## src/rtl/boss_pkg.sv

```systemverilog
// Shared phase encoding and default boss geometry/threshold constants used by
// the phase controller, the sprite renderer and the damage logic.
package boss_pkg;

    typedef enum logic [2:0] {
        PH_IDLE    = 3'd0,
        PH_ENTER   = 3'd1,
        PH_DESCEND = 3'd2,
        PH_RETREAT = 3'd3,
        PH_DEAD    = 3'd4
    } phase_t;

    localparam int DEF_N_ENEMY   = 4;
    localparam int DEF_COORD_W   = 10;
    localparam int DEF_HP_W      = 10;
    localparam int DEF_X_START   = 0;
    localparam int DEF_Y_START   = 75;
    localparam int DEF_X_STOP    = 400;
    localparam int DEF_Y_LOW     = 150;
    localparam int DEF_X_MIN     = 50;
    localparam int DEF_STEP_X    = 5;
    localparam int DEF_STEP_Y    = 1;
    localparam int DEF_P1_THR    = 300;
    localparam int DEF_P2_THR    = 150;
    localparam int DEF_FLASH_LEN = 8;

    // Visible and hittable phases.
    function automatic logic is_active(input phase_t p);
        return (p == PH_ENTER) || (p == PH_DESCEND) || (p == PH_RETREAT);
    endfunction

endpackage

```

## src/rtl/boss_phase_ctrl_if.sv

```systemverilog
// Signal bundle between the game logic (master) and the boss phase controller
// (slave); the controller samples the inputs and returns registered outputs.
interface boss_phase_ctrl_if #(
    parameter int N_ENEMY = 4,
    parameter int COORD_W = 10,
    parameter int HP_W    = 10
);
    // No valid/ready pair here: enemy_alive and boss_hp are level inputs
    // sampled every clk22 edge, move_en is a one-cycle strobe that is consumed
    // on the edge where it is high, and all outputs are valid every cycle.
    logic [N_ENEMY-1:0] enemy_alive;
    logic [HP_W-1:0]    boss_hp;
    logic               move_en;
    logic [COORD_W-1:0] boss_x;
    logic [COORD_W-1:0] boss_y;
    logic               boss_active;
    logic [2:0]         phase;
    logic               hit_flash;
    logic               defeated;

    modport master (
        output enemy_alive, boss_hp, move_en,
        input  boss_x, boss_y, boss_active, phase, hit_flash, defeated
    );

    modport slave (
        input  enemy_alive, boss_hp, move_en,
        output boss_x, boss_y, boss_active, phase, hit_flash, defeated
    );
endinterface

```

## src/rtl/hit_flash_timer.sv

```systemverilog
// Retriggerable down-counter: a trigger loads FLASH_LEN and the flash output
// stays high until the count has drained to zero; clear wins over trigger.
module hit_flash_timer #(
    parameter int FLASH_LEN = 8
) (
    input  logic clk22,
    input  logic rst,
    input  logic clear,
    input  logic trigger,
    output logic flash
);
    localparam int CW = $clog2(FLASH_LEN + 1);

    logic [CW-1:0] cnt;
    logic [CW-1:0] cnt_d;

    always_comb begin
        cnt_d = cnt;
        if (clear) begin
            cnt_d = '0;
        end else if (trigger) begin
            cnt_d = CW'(FLASH_LEN);
        end else if (cnt != '0) begin
            cnt_d = cnt - CW'(1);
        end
    end

    always_ff @(posedge clk22 or posedge rst) begin
        if (rst) begin
            cnt   <= '0;
            flash <= 1'b0;
        end else begin
            cnt   <= cnt_d;
            flash <= (cnt_d != '0);
        end
    end
endmodule

```

## src/rtl/boss_phase_ctrl.sv

```systemverilog
// Boss movement/phase controller: waits for all enemies to clear, then walks
// the boss through HP-driven phases with clamped moves, hit flash and defeat pulse.
module boss_phase_ctrl
    import boss_pkg::*;
#(
    parameter int N_ENEMY   = DEF_N_ENEMY,
    parameter int COORD_W   = DEF_COORD_W,
    parameter int HP_W      = DEF_HP_W,
    parameter int X_START   = DEF_X_START,
    parameter int Y_START   = DEF_Y_START,
    parameter int X_STOP    = DEF_X_STOP,
    parameter int Y_LOW     = DEF_Y_LOW,
    parameter int X_MIN     = DEF_X_MIN,
    parameter int STEP_X    = DEF_STEP_X,
    parameter int STEP_Y    = DEF_STEP_Y,
    parameter int P1_THR    = DEF_P1_THR,
    parameter int P2_THR    = DEF_P2_THR,
    parameter int FLASH_LEN = DEF_FLASH_LEN
) (
    input  logic              clk22,
    input  logic              rst,
    boss_phase_ctrl_if.slave  bus
);
    localparam logic [COORD_W-1:0] X_START_C = COORD_W'(X_START);
    localparam logic [COORD_W-1:0] Y_START_C = COORD_W'(Y_START);
    localparam logic [COORD_W:0]   X_STOP_E  = (COORD_W+1)'(X_STOP);
    localparam logic [COORD_W:0]   Y_LOW_E   = (COORD_W+1)'(Y_LOW);
    localparam logic [COORD_W:0]   X_MIN_E   = (COORD_W+1)'(X_MIN);
    localparam logic [COORD_W:0]   STEP_X_E  = (COORD_W+1)'(STEP_X);
    localparam logic [COORD_W:0]   STEP_Y_E  = (COORD_W+1)'(STEP_Y);
    localparam logic [HP_W-1:0]    P1_THR_C  = HP_W'(P1_THR);
    localparam logic [HP_W-1:0]    P2_THR_C  = HP_W'(P2_THR);

    phase_t             phase_q;
    phase_t             phase_d;
    phase_t             target;
    logic [COORD_W-1:0] x_q;
    logic [COORD_W-1:0] y_q;
    logic [COORD_W-1:0] x_d;
    logic [COORD_W-1:0] y_d;
    logic               active_q;
    logic               defeated_q;
    logic [HP_W-1:0]    prev_hp;
    logic               prev_valid;
    logic               hit;
    logic               flash_clear;

    // Add with one guard bit and clamp at the limit; also snaps values already past it.
    function automatic logic [COORD_W-1:0] step_up(input logic [COORD_W-1:0] v,
                                                   input logic [COORD_W:0]   step,
                                                   input logic [COORD_W:0]   lim);
        logic [COORD_W:0] sum;
        sum = {1'b0, v} + step;
        return (sum >= lim) ? lim[COORD_W-1:0] : sum[COORD_W-1:0];
    endfunction

    function automatic logic [COORD_W-1:0] step_down(input logic [COORD_W-1:0] v,
                                                     input logic [COORD_W:0]   step,
                                                     input logic [COORD_W:0]   lim);
        logic [COORD_W:0] diff;
        diff = {1'b0, v} - step;
        return (({1'b0, v} < step) || (diff <= lim)) ? lim[COORD_W-1:0] : diff[COORD_W-1:0];
    endfunction

    always_comb begin
        if (bus.boss_hp > P1_THR_C) begin
            target = PH_ENTER;
        end else if (bus.boss_hp > P2_THR_C) begin
            target = PH_DESCEND;
        end else if (bus.boss_hp != '0) begin
            target = PH_RETREAT;
        end else begin
            target = PH_DEAD;
        end
    end

    // Death beats enemy re-appearance; otherwise the phase only ever moves forward.
    always_comb begin
        phase_d = phase_q;
        case (phase_q)
            PH_IDLE: begin
                if (bus.enemy_alive == {N_ENEMY{1'b0}}) begin
                    phase_d = PH_ENTER;
                end
            end
            PH_ENTER, PH_DESCEND, PH_RETREAT: begin
                if (target == PH_DEAD) begin
                    phase_d = PH_DEAD;
                end else if (|bus.enemy_alive) begin
                    phase_d = PH_IDLE;
                end else if (target > phase_q) begin
                    phase_d = target;
                end
            end
            PH_DEAD: phase_d = PH_DEAD;
            default: phase_d = PH_IDLE;
        endcase
    end

    // Moves follow the phase registered this cycle, not the one being entered.
    always_comb begin
        x_d = x_q;
        y_d = y_q;
        if (phase_d == PH_DEAD) begin
            x_d = '0;
            y_d = '0;
        end else if (phase_d == PH_IDLE) begin
            x_d = X_START_C;
            y_d = Y_START_C;
        end else if (bus.move_en) begin
            case (phase_q)
                PH_ENTER:   x_d = step_up(x_q, STEP_X_E, X_STOP_E);
                PH_DESCEND: y_d = step_up(y_q, STEP_Y_E, Y_LOW_E);
                PH_RETREAT: x_d = step_down(x_q, STEP_X_E, X_MIN_E);
                default: begin
                    x_d = x_q;
                    y_d = y_q;
                end
            endcase
        end
    end

    always_ff @(posedge clk22 or posedge rst) begin
        if (rst) begin
            phase_q    <= PH_IDLE;
            x_q        <= X_START_C;
            y_q        <= Y_START_C;
            active_q   <= 1'b0;
            defeated_q <= 1'b0;
            prev_hp    <= '0;
            prev_valid <= 1'b0;
        end else begin
            phase_q    <= phase_d;
            x_q        <= x_d;
            y_q        <= y_d;
            active_q   <= is_active(phase_d);
            defeated_q <= (phase_d == PH_DEAD) && (phase_q != PH_DEAD);
            prev_hp    <= bus.boss_hp;
            prev_valid <= 1'b1;
        end
    end

    // prev_valid suppresses a bogus hit before the first HP sample after reset.
    assign hit         = prev_valid && is_active(phase_q) && (bus.boss_hp < prev_hp);
    assign flash_clear = !is_active(phase_d);

    hit_flash_timer #(
        .FLASH_LEN (FLASH_LEN)
    ) u_flash (
        .clk22   (clk22),
        .rst     (rst),
        .clear   (flash_clear),
        .trigger (hit),
        .flash   (bus.hit_flash)
    );

    assign bus.boss_x      = x_q;
    assign bus.boss_y      = y_q;
    assign bus.boss_active = active_q;
    assign bus.phase       = phase_q;
    assign bus.defeated    = defeated_q;
endmodule

```

## src/flat_wrapper.sv

```systemverilog
// flat-port wrapper written by rule: the top's interface ports become plain ports
module boss_phase_ctrl_flat import boss_pkg::*;
#(
    parameter int N_ENEMY   = DEF_N_ENEMY,
    parameter int COORD_W   = DEF_COORD_W,
    parameter int HP_W      = DEF_HP_W,
    parameter int X_START   = DEF_X_START,
    parameter int Y_START   = DEF_Y_START,
    parameter int X_STOP    = DEF_X_STOP,
    parameter int Y_LOW     = DEF_Y_LOW,
    parameter int X_MIN     = DEF_X_MIN,
    parameter int STEP_X    = DEF_STEP_X,
    parameter int STEP_Y    = DEF_STEP_Y,
    parameter int P1_THR    = DEF_P1_THR,
    parameter int P2_THR    = DEF_P2_THR,
    parameter int FLASH_LEN = DEF_FLASH_LEN
)
  (clk22, rst, bus_enemy_alive, bus_boss_hp, bus_move_en, bus_boss_x, bus_boss_y, bus_boss_active, bus_phase, bus_hit_flash, bus_defeated);
  boss_phase_ctrl_if #(.N_ENEMY(N_ENEMY), .COORD_W(COORD_W), .HP_W(HP_W)) bus_i ();
  input  logic clk22;
  input  logic rst;
  input wire logic [$bits(bus_i.enemy_alive)-1:0] bus_enemy_alive;
  input wire logic [$bits(bus_i.boss_hp)-1:0] bus_boss_hp;
  input wire logic [$bits(bus_i.move_en)-1:0] bus_move_en;
  output wire logic [$bits(bus_i.boss_x)-1:0] bus_boss_x;
  output wire logic [$bits(bus_i.boss_y)-1:0] bus_boss_y;
  output wire logic [$bits(bus_i.boss_active)-1:0] bus_boss_active;
  output wire logic [$bits(bus_i.phase)-1:0] bus_phase;
  output wire logic [$bits(bus_i.hit_flash)-1:0] bus_hit_flash;
  output wire logic [$bits(bus_i.defeated)-1:0] bus_defeated;
  assign bus_i.enemy_alive = bus_enemy_alive;
  assign bus_i.boss_hp = bus_boss_hp;
  assign bus_i.move_en = bus_move_en;
  assign bus_boss_x = bus_i.boss_x;
  assign bus_boss_y = bus_i.boss_y;
  assign bus_boss_active = bus_i.boss_active;
  assign bus_phase = bus_i.phase;
  assign bus_hit_flash = bus_i.hit_flash;
  assign bus_defeated = bus_i.defeated;
  boss_phase_ctrl #(.N_ENEMY(N_ENEMY), .COORD_W(COORD_W), .HP_W(HP_W), .X_START(X_START), .Y_START(Y_START), .X_STOP(X_STOP), .Y_LOW(Y_LOW), .X_MIN(X_MIN), .STEP_X(STEP_X), .STEP_Y(STEP_Y), .P1_THR(P1_THR), .P2_THR(P2_THR), .FLASH_LEN(FLASH_LEN)) u_core (.clk22(clk22), .rst(rst), .bus(bus_i));
endmodule
```

## config.mk

```make
export PLATFORM = sky130hd
export DESIGN_NAME = boss_phase_ctrl_flat
export DESIGN_NICKNAME = d
export VERILOG_FILES = /design/src/rtl/boss_pkg.sv /design/src/rtl/boss_phase_ctrl_if.sv /design/src/rtl/hit_flash_timer.sv /design/src/rtl/boss_phase_ctrl.sv /design/src/flat_wrapper.sv
export SDC_FILE = /design/constraint.sdc
export NUM_CORES = 1
export LEC_CHECK = 0
export ABC_AREA = 1
export CAP_MARGIN = 20
export CORE_MARGIN = 3
export CORE_UTILIZATION = 25
export CTS_CLUSTER_SIZE = 40
export DETAILED_ROUTE_END_ITERATION = 10
export PLACE_DENSITY = 0.44
export SYNTH_ARGS = -nofsm -noshare
export SYNTH_HDL_FRONTEND = slang
export SYNTH_SLANG_ARGS = --single-unit
```

## constraint.sdc

```tcl
create_clock -name clk22 -period 5.5 [get_ports clk22]
set_input_delay 1.1 -clock clk22 [delete_from_list [all_inputs] [get_ports clk22]]
set_output_delay 1.1 -clock clk22 [all_outputs]
set_load 0.1 [all_outputs]
```

==> impl.org, run 1 <==
** GRT
- Entering global routing, the biggest net connects 42 pins.
- Global routing finished with a remaining overflow of 0.
- In the global route stage, overall resource usage came out at between 10 and 15%.
- First-pass GRT wire length :: about 13000 µm
- Number of antenna violations at the first check in global routing :: 0
- Number of global-route vias before repair :: between 2k and 3k

** Floorplan
- Row generation in the floorplan step produced 40 rows.
- The initial utilization of the core area, before any placement, comes to approximately 26%.
- In this run the standard cell core region covers ~12000 µm².
- Number of top-level pins :: 43
- Height of the chip :: roughly 120 µm
- The floorplan step defined a die boundary enclosing approximately 14000 µm².
- Measured along the x axis, the die boundary spans about 120 µm.

** Synthesis
- Primary FF master, synth :: sky130_fd_sc_hd__dfrtp_1
- After synthesis, the share of flip-flops with an asynchronous set or reset is 100%.
- Sequential cell area fraction in the yosys report :: between 30% and 40%
- The cell area that synthesis handed to floorplanning was approximately 3100 µm².
- Post-Syn Nets :: 478
- Number of synthesized flops with an enable pin :: 0
- A synthesized cell averages about 7 µm².
- Number of instances in the synthesized netlist :: 444
- Synthesis inferred between 40 and 50 register bits.
- For this run, the number of Yosys warnings is 0.
- Number of distinct library cell variants in the gate-level netlist after synthesis :: 45

** Cells and area
- From synthesis to final layout, the design area changed by 22.8%.
- Count of antenna diodes in the layout :: 0
- Fill cells in the final layout number 1350.
- In the final design database the tool counted roughly 520 nets.
- Fraction of final layout cells sized beyond drive strength 1 :: 13.6%

** Worst setup path
- STA puts the critical path data arrival time at 3.71 ns.
- The critical path is of the in -> reg type.
- Critical Path Sink Type :: flop
- Required @ worst endpoint :: 5.72 ns
- Worst Path Max Fanout :: 23
- CP startpoint kind :: input port

** Clocking
- In this run the deepest clock path goes through 2 buffers.
- Clk root buf :: sky130_fd_sc_hd__clkbuf_16
- The H-tree was split into 2 levels.
- Hold repair after CTS inserted 0 buffers.
- Clock sink count :: a little over 40
- Count of cells resized by post-cts repair :: 0
- Clock network latency to the later pin of the worst-skew pair :: 0.28 ns
- TritonCTS built the clock tree.
- CTS clock-pin slew for the worst setup and hold paths :: approximately 0.06 ns
- Once the clock tree was built, the setup fixing pass inserted 0 buffers.
- Inserted Clock Buffers :: 5

** STA
- The final critical path takes up roughly 63% of the cycle.
- Achievable clock frequency :: between 200 and 300 MHz
- For the pin with the worst max-slew slack, the measured transition is between 1 and 1.5 ns.
- The final-report hold violation count is 0.
- Clock skew on the completed layout was measured at approximately 0.0063 ns.
- Setup repair after global routing left no endpoint under its margin.
- Max-slew violation count :: 0
- Crit path time final :: 3.49 ns
- Final number of setup-violating endpoints :: 0
- Fin Setup TNS :: 0 ns
- Normalized max-slew margin :: 32.3%

** Routing
- Total via count after detailed routing :: ~2.8k
- Routed length per placed instance :: between 10 and 15 µm
- The first detailed-routing pass took 4 iterations.
- Drc violations :: 0
- Routed via count divided by cell count :: about 4.3
- Starting DRC count in detailed routing :: between 150 and 200
- In this run the remaining antenna-violating nets after routing total 0.
- For this block, the routed nets add up to about 7600 µm of wire.

** Placement
- Count of buffers from port buffering :: 42
- Summed over all nets, the half-perimeter wirelength after detailed placement is between 5000 and 6000 µm.
- Routability-driven placement finished with a final weighted congestion of roughly 0.83.

** Outcome
- The flow ran to the end, and the final reports show no timing, DRC or antenna violations.

** Power and ir drop
- Static Leak :: between 1.5 and 2 nW
- Worst supply voltage drop on vdd :: approximately 0.00012 V
- Power per unit of standard cell area :: approximately 170 nW/µm²
- After layout, the design draws a total of around 0.00064 W.

** Run
- Total of max-cap violations :: 0

** Worst hold path
- Worst Hold Class :: reg -> reg
-- per-layer routing --
metal / track usage (%) / vias to the layer above / wire (µm)
li1: - / 1485 / -
met1: 14.5 / 1296 / 3610
met2: 20.5 / 35 / 3760
met3: 1.83 / 4 / 222
met4: 2.34 / 0 / 49
met5: 0 / - / 0
-- worst max-delay path, stage by stage --
cell,delay (ns)
sky130_fd_sc_hd__clkdlybuf4s50_1,0.48
sky130_fd_sc_hd__nor2_1,0.13
sky130_fd_sc_hd__nand3_1,0.07
sky130_fd_sc_hd__nand3b_2,0.24
sky130_fd_sc_hd__inv_1,0.11
sky130_fd_sc_hd__ha_1,0.25
sky130_fd_sc_hd__a21oi_1,0.15
sky130_fd_sc_hd__o21ai_1,0.08
sky130_fd_sc_hd__o21ai_1,0.13
sky130_fd_sc_hd__nand2_1,0.08
sky130_fd_sc_hd__o21ai_1,0.08
sky130_fd_sc_hd__nor2_1,0.06
sky130_fd_sc_hd__nand2_2,0.10
sky130_fd_sc_hd__nand3_4,0.24
sky130_fd_sc_hd__inv_2,0.24
sky130_fd_sc_hd__nand3_1,0.09
sky130_fd_sc_hd__inv_1,0.06
-- cells by family after synthesis --
kind of cell	after synthesis	share of synthesized area (%)
AO/OA/AOI/OAI	54	10.4
flip-flops	41	33.0
buffers and inverters	86	11.5
adder cells (fa/ha/maj)	17	6.81
XOR/XNOR	7	1.96
other	1	0.120
AND/OR/NAND/NOR	238	36.1
-- flip-flops by register name, indices dropped and copies added (netlist names) --
register and count:
u_core.u_flash.cnt 4, u_core.prev_hp 10, u_core.bus.boss_x 10, u_core.bus.phase 3
u_core.bus.boss_active 1, u_core.bus.boss_y 10, u_core.bus.defeated 1, u_core.prev_valid 1
u_core.u_flash.flash 1
-- through the flow --
stage | utilization [%] | setup WS [ns] | std cells | hold slack, ns | cell area, µm²
floorplan | - | 2.60 | 444 | 0.587 | 3130
global placement | 30.5 | 1.77 | 645 | 0.527 | 3690
detailed placement | 30.5 | 1.70 | 645 | 0.534 | 3690
CTS | 31.7 | 1.98 | 652 | 0.542 | 3840
global route | 31.7 | 1.66 | 652 | 0.554 | 3840
finish | 31.7 | 2.01 | 652 | 0.538 | 3840
-- path summary, 6_finish.rpt --
path,from,end,slack (ns),cells past startpoint
min in group asynchronous,rst,u_core.prev_hp[0],1.27,3
min,u_core.bus.boss_y[6],u_core.bus.boss_y[6],0.54,2
min reg2reg,u_core.bus.boss_y[6],u_core.bus.boss_y[6],0.54,2
max,bus_boss_hp[3],u_core.bus.defeated,2.01,17
max in group asynchronous,rst,u_core.bus.boss_y[1],3.85,3
max reg2reg,u_core.bus.phase[2],u_core.bus.defeated,3.23,13
-- power breakdown --
group | total, W | internal, W | switching [W]
sequential | 0.000307 | 0.000306 | 0.000000895
combinational | 0.0000452 | 0.0000205 | 0.0000247
clock | 0.000291 | 0.000178 | 0.000112
-- cells in the mapped netlist (2+ instances only) --
library cell / number / area, µm²
sky130_fd_sc_hd__buf_4: 3 / 22.5
sky130_fd_sc_hd__nand2_4: 2 / 22.5
sky130_fd_sc_hd__a21oi_4: 2 / 32.5
sky130_fd_sc_hd__nand2_2: 11 / 68.8
sky130_fd_sc_hd__buf_6: 2 / 22.5
sky130_fd_sc_hd__o21ai_1: 7 / 35.0
sky130_fd_sc_hd__o21ai_2: 2 / 17.5
sky130_fd_sc_hd__nand4_1: 9 / 56.3
sky130_fd_sc_hd__nor2_2: 8 / 50.1
sky130_fd_sc_hd__or2_2: 3 / 18.8
sky130_fd_sc_hd__xnor2_1: 2 / 17.5
sky130_fd_sc_hd__buf_2: 4 / 20.0
sky130_fd_sc_hd__inv_1: 56 / 210
sky130_fd_sc_hd__inv_2: 17 / 63.8
sky130_fd_sc_hd__dfstp_2: 4 / 105
sky130_fd_sc_hd__nand3_1: 40 / 200
sky130_fd_sc_hd__xor2_1: 5 / 43.8
sky130_fd_sc_hd__nor2_1: 36 / 135
sky130_fd_sc_hd__o211ai_1: 5 / 37.5
sky130_fd_sc_hd__dfrtp_1: 37 / 926
sky130_fd_sc_hd__a21oi_1: 21 / 105
sky130_fd_sc_hd__nor3_1: 2 / 10.0
sky130_fd_sc_hd__nand2_1: 113 / 424
sky130_fd_sc_hd__nand3_2: 3 / 30.0
sky130_fd_sc_hd__ha_1: 17 / 213
sky130_fd_sc_hd__nand3b_1: 4 / 30.0
sky130_fd_sc_hd__o21ai_0: 11 / 55.1
-- cells in the final DEF (no fill, tap or decap), types with 7 or more instances in the layout --
cell,count
sky130_fd_sc_hd__nor2_1,36
sky130_fd_sc_hd__o21ai_1,7
sky130_fd_sc_hd__o21ai_0,11
sky130_fd_sc_hd__nand2_2,11
sky130_fd_sc_hd__inv_2,17
sky130_fd_sc_hd__nand4_1,9
sky130_fd_sc_hd__nand2_1,113
sky130_fd_sc_hd__ha_1,17
sky130_fd_sc_hd__nand3_1,40
sky130_fd_sc_hd__inv_1,55
sky130_fd_sc_hd__a21oi_1,21
sky130_fd_sc_hd__nor2_2,8
sky130_fd_sc_hd__clkdlybuf4s50_1,42
sky130_fd_sc_hd__dfrtp_1,37
-- final cells by class --
class,instances,area [µm²],area share [%]
Inverter,76,292,7.60
Clock buffer,7,143,3.72
Tap cell,168,210,5.48
Multi-Input combinational cell,317,1730,45.2
Sequential cell,41,1030,26.9
Timing Repair Buffer,43,428,11.2
Power figures use the tool's default switching activity.
==> inputs of run 2 (changes only) <==
==> constraint.sdc (replaced) <==
create_clock -name clk22 -period 3.45 [get_ports clk22]
set_input_delay 0.69 -clock clk22 [delete_from_list [all_inputs] [get_ports clk22]]
set_output_delay 0.69 -clock clk22 [all_outputs]
set_load 0.1 [all_outputs]
==> run 2 against run 1 <==
  * First-iteration DRC count fell by 36%
  * Highest routed layer unchanged
  * Critical path depth stayed put
  * Final area down 0.39%
  * Critical path type unchanged
==> impl.org, run 2 (synthesis gave the netlist of run 1 again) <==
** Cells and area
- Total of fill cells in the finished design :: between 1k and 1.5k
- Filler-free cell count of the finished design :: between 600 and 700
- Fraction of final layout cells sized beyond drive strength 1 :: a little under a fifth
- Count of antenna diodes in the layout :: 0
- At the end of the flow the core is filled with cells to about a third.
- Relative to the synthesized area, the layout overhead comes to 22.3%.
- Most frequent standard cell in the layout excluding fill and tap cells :: sky130_fd_sc_hd__nand2_1
- Area of the multi-input gates :: around 1700 µm²
- In the final design database the tool counted 520 nets.
- Once layout is done, the placed cells without fillers occupy 3820 µm².
- Leading cell types in the layout, fill and taps excluded :: sky130_fd_sc_hd__nand2_1, sky130_fd_sc_hd__inv_1, sky130_fd_sc_hd__nand3_1, sky130_fd_sc_hd__dfrtp_1, sky130_fd_sc_hd__nor2_1
- Register area :: ~1000 µm²

** Clocking
- # hold bufs at CTS :: 0
- CTS saw 41 sinks.
- Post-CTS Setup Inserts :: 0
- Count of cells resized by post-cts repair :: 0
- Longest Clk Path Bufs :: 2
- Clock-pin slew was measured on the worst setup and hold paths at about 0.06 ns.
- Clock tree synthesis selected as its root buffer the cell sky130_fd_sc_hd__clkbuf_16.
- Clock network latency to the later pin of the worst-skew pair :: approximately 0.28 ns
- In this run, CTS created clock tree buffers numbering 5.
- The clock tree synthesis step divided the H-tree into 2 levels.
- TritonCTS built the clock tree.

** Worst setup path
- Required @ worst endpoint :: 3.67 ns
- The number of buffers and inverters on the critical path is 5.
- The worst setup path is captured at a flop.
- The worst setup path is of the in -> reg kind.
- In this design, the stage delay of the slowest critical-path cell is 0.46 ns.
- The most numerous cell type found on the critical path is sky130_fd_sc_hd__o21ai_1.
- Worst Path Max Fanout :: 23
- CP max-delay cell :: sky130_fd_sc_hd__clkdlybuf4s50_1
- CP startpoint kind :: input port
- Critical Path AT :: 3.26 ns
- The kind of cell with the highest combined delay along the critical path is simple AND/OR/NAND/NOR gates.
- Traced cell by cell, the critical path runs through clkdlybuf4s50_1, or2_1, inv_2, nand3b_2, inv_1, ha_1, a21oi_1, o21ai_1, o21ai_1, nand2_1, o21ai_1, nor2_1, nand2_2, nand3_4, inv_2, nand3_1, inv_1.

** Routing
- Dividing the detail-routed via count by the number of cells gives around 4.4.
- Drc violations :: 0
- Number of nets still failing antenna checks after routing :: 0
- Before antenna repair, the detailed router went through 5 iterations.
- After the first detailed-routing iteration, the DRC count stood at between 100 and 150.
- Total via count after detailed routing :: about 2.9k
- Final Routed Wirelength :: approximately 7500 µm
- Dividing the detail-routed wire length by the instance count gives 11.5 µm.

** GRT
- Number of global-route vias before repair :: roughly 2.7k
- Entering global routing, the biggest net connects 27 pins.
- First-pass GRT wire length :: around 13000 µm
- Number of antenna violations at the first check in global routing :: 0
- Remaining global-route overflow :: 0
- In the global route stage, overall resource usage came out at between 10% and 20%.

** Placement
- Buffers placed on the I/O ports in this run total 42.
- The wire-length estimate of the detail-placed layout is between 5000 and 6000 µm.
- In this run, placement finished with an instance count of 646.
- Routability-driven placement finished with a final weighted congestion of 0.816.
- The placed instances occupy a cell area of approximately 3600 µm².

** Floorplan
- In this run the core area contains 40 standard-cell rows.
- Die outline area :: 13900 µm²
- The floorplan step set the die width to 118 µm.
- In this run the vertical extent of the chip is between 100 and 150 µm.
- Placeable core area :: roughly 12000 µm²
- Initial core utilization :: between 20% and 30%
- Number of top-level pins :: 43

** STA
- For the pin with the worst max-slew slack, the measured transition is between 0.9 and 1 ns.
- Adding up every negative setup slack in the final design gives 0 ns.
- The total count of max-transition violations in the final report was 0.
- Setup repair after global routing left no endpoint under its margin.
- Dividing the final minimum period by the clock period gives approximately nine tenths.
- Setup violations remaining at the end of the flow were counted as 0.
- Clock skew on the completed layout was measured at between 0.007 and 0.008 ns.
- Measured against its own limit, the worst slew margin works out to a little over a third.
- Total count of hold-check failures in the final report :: 0
- Static timing analysis puts the maximum clock frequency at 329 MHz.
- Subtracting the final worst setup slack from the clock period gives 3.04 ns.

** Worst hold path
- The worst hold path belongs to the class reg -> reg.

** Power and ir drop
- Clk network pwr share :: approximately 45%
- Internal Power :: slightly below 0.0008 W
- Static Leak :: 2.00 nW
- The analysis attributes to net switching a power of approximately 0.00023 W.
- VDD sags by at most 0.000149 V.
- Fraction of power spent switching nets :: a little under a quarter
- Power per unit of standard cell area :: 268 nW/µm²
- Sequential group share of total power :: a little under half
- Of the total power, combinational logic draws 7.5%.

** Run
- The tool flagged a number of max-cap violations equal to 0.

** Outcome
- The flow ran to the end, and the final reports show no timing, DRC or antenna violations.
## run 2: cell types whose count changed in the layout (fill, tap and decap cells not counted)
cell	previous run	this run
sky130_fd_sc_hd__buf_16	0	1
sky130_fd_sc_hd__buf_4	1	24
sky130_fd_sc_hd__clkbuf_1	1	0
sky130_fd_sc_hd__clkbuf_8	1	0
sky130_fd_sc_hd__clkdlybuf4s50_1	42	20
sky130_fd_sc_hd__clkinvlp_4	0	3
## run 2: routing by layer
metal,track usage [%],vias to the layer above,share of wire [%]
met3,1.78,9,4.1
met1,14.5,1293,47
met2,18.8,60,48
li1,-,1496,-
met5,0,-,0
met4,2.86,0,1.3
## run 2: per-stage QoR
step	power, W	hold WS, ns	worst slack [ns]
5_1_grt	0.00108	0.562	0.0619
6_report	0.00102	0.533	0.410
3_5_place_dp	0.000573	0.526	0.0735
4_1_cts	0.00104	0.540	0.351
3_3_place_gp	0.000573	0.531	0.152
2_1_floorplan	0.000535	0.587	0.860
## run 2: layout make-up
class	count	area share [%]
timing repair buffer	45	10.7
clock buffer	5	3.27
clock inverter	3	0.589
sequential	41	27.0
inverter	76	7.63
multi-input combinational	317	45.4
tap	168	5.50
## run 2: path summary, 6_finish.rpt
check | startpoint | endpoint | slack, ns | cells after the start
worst max-delay path | bus_boss_hp[9] | u_core.bus.defeated | 0.41 | 17
worst min-delay path | u_core.bus.boss_y[8] | u_core.bus.boss_y[8] | 0.53 | 2
worst max register to register | u_core.bus.phase[2] | u_core.bus.defeated | 1.21 | 13
worst min register to register | u_core.bus.boss_y[8] | u_core.bus.boss_y[8] | 0.53 | 2
max in group asynchronous | rst | u_core.bus.boss_y[0] | 2.04 | 4
min in group asynchronous | rst | u_core.prev_hp[0] | 0.67 | 2
## run 2: worst register-to-register path: cells and delay by family (launching register included)
family	cells	cell delay (ns)
AO/OA/AOI/OAI	4	0.46
flip-flops	1	0.46
buffers and inverters	3	0.39
adder cells (fa/ha/maj)	1	0.32
AND/OR/NAND/NOR	5	0.55
## run 2: power by group through the flow
stage,sequential (W),combinational (W),clock (W)
final,0.000489,0.0000769,0.000458
after CTS,0.000489,0.0000759,0.000479
after global routing,0.000489,0.0000902,0.000498
after floorplan,0.000497,0.0000380,0
after detailed placement,0.000498,0.0000754,0
after global placement,0.000498,0.0000749,0
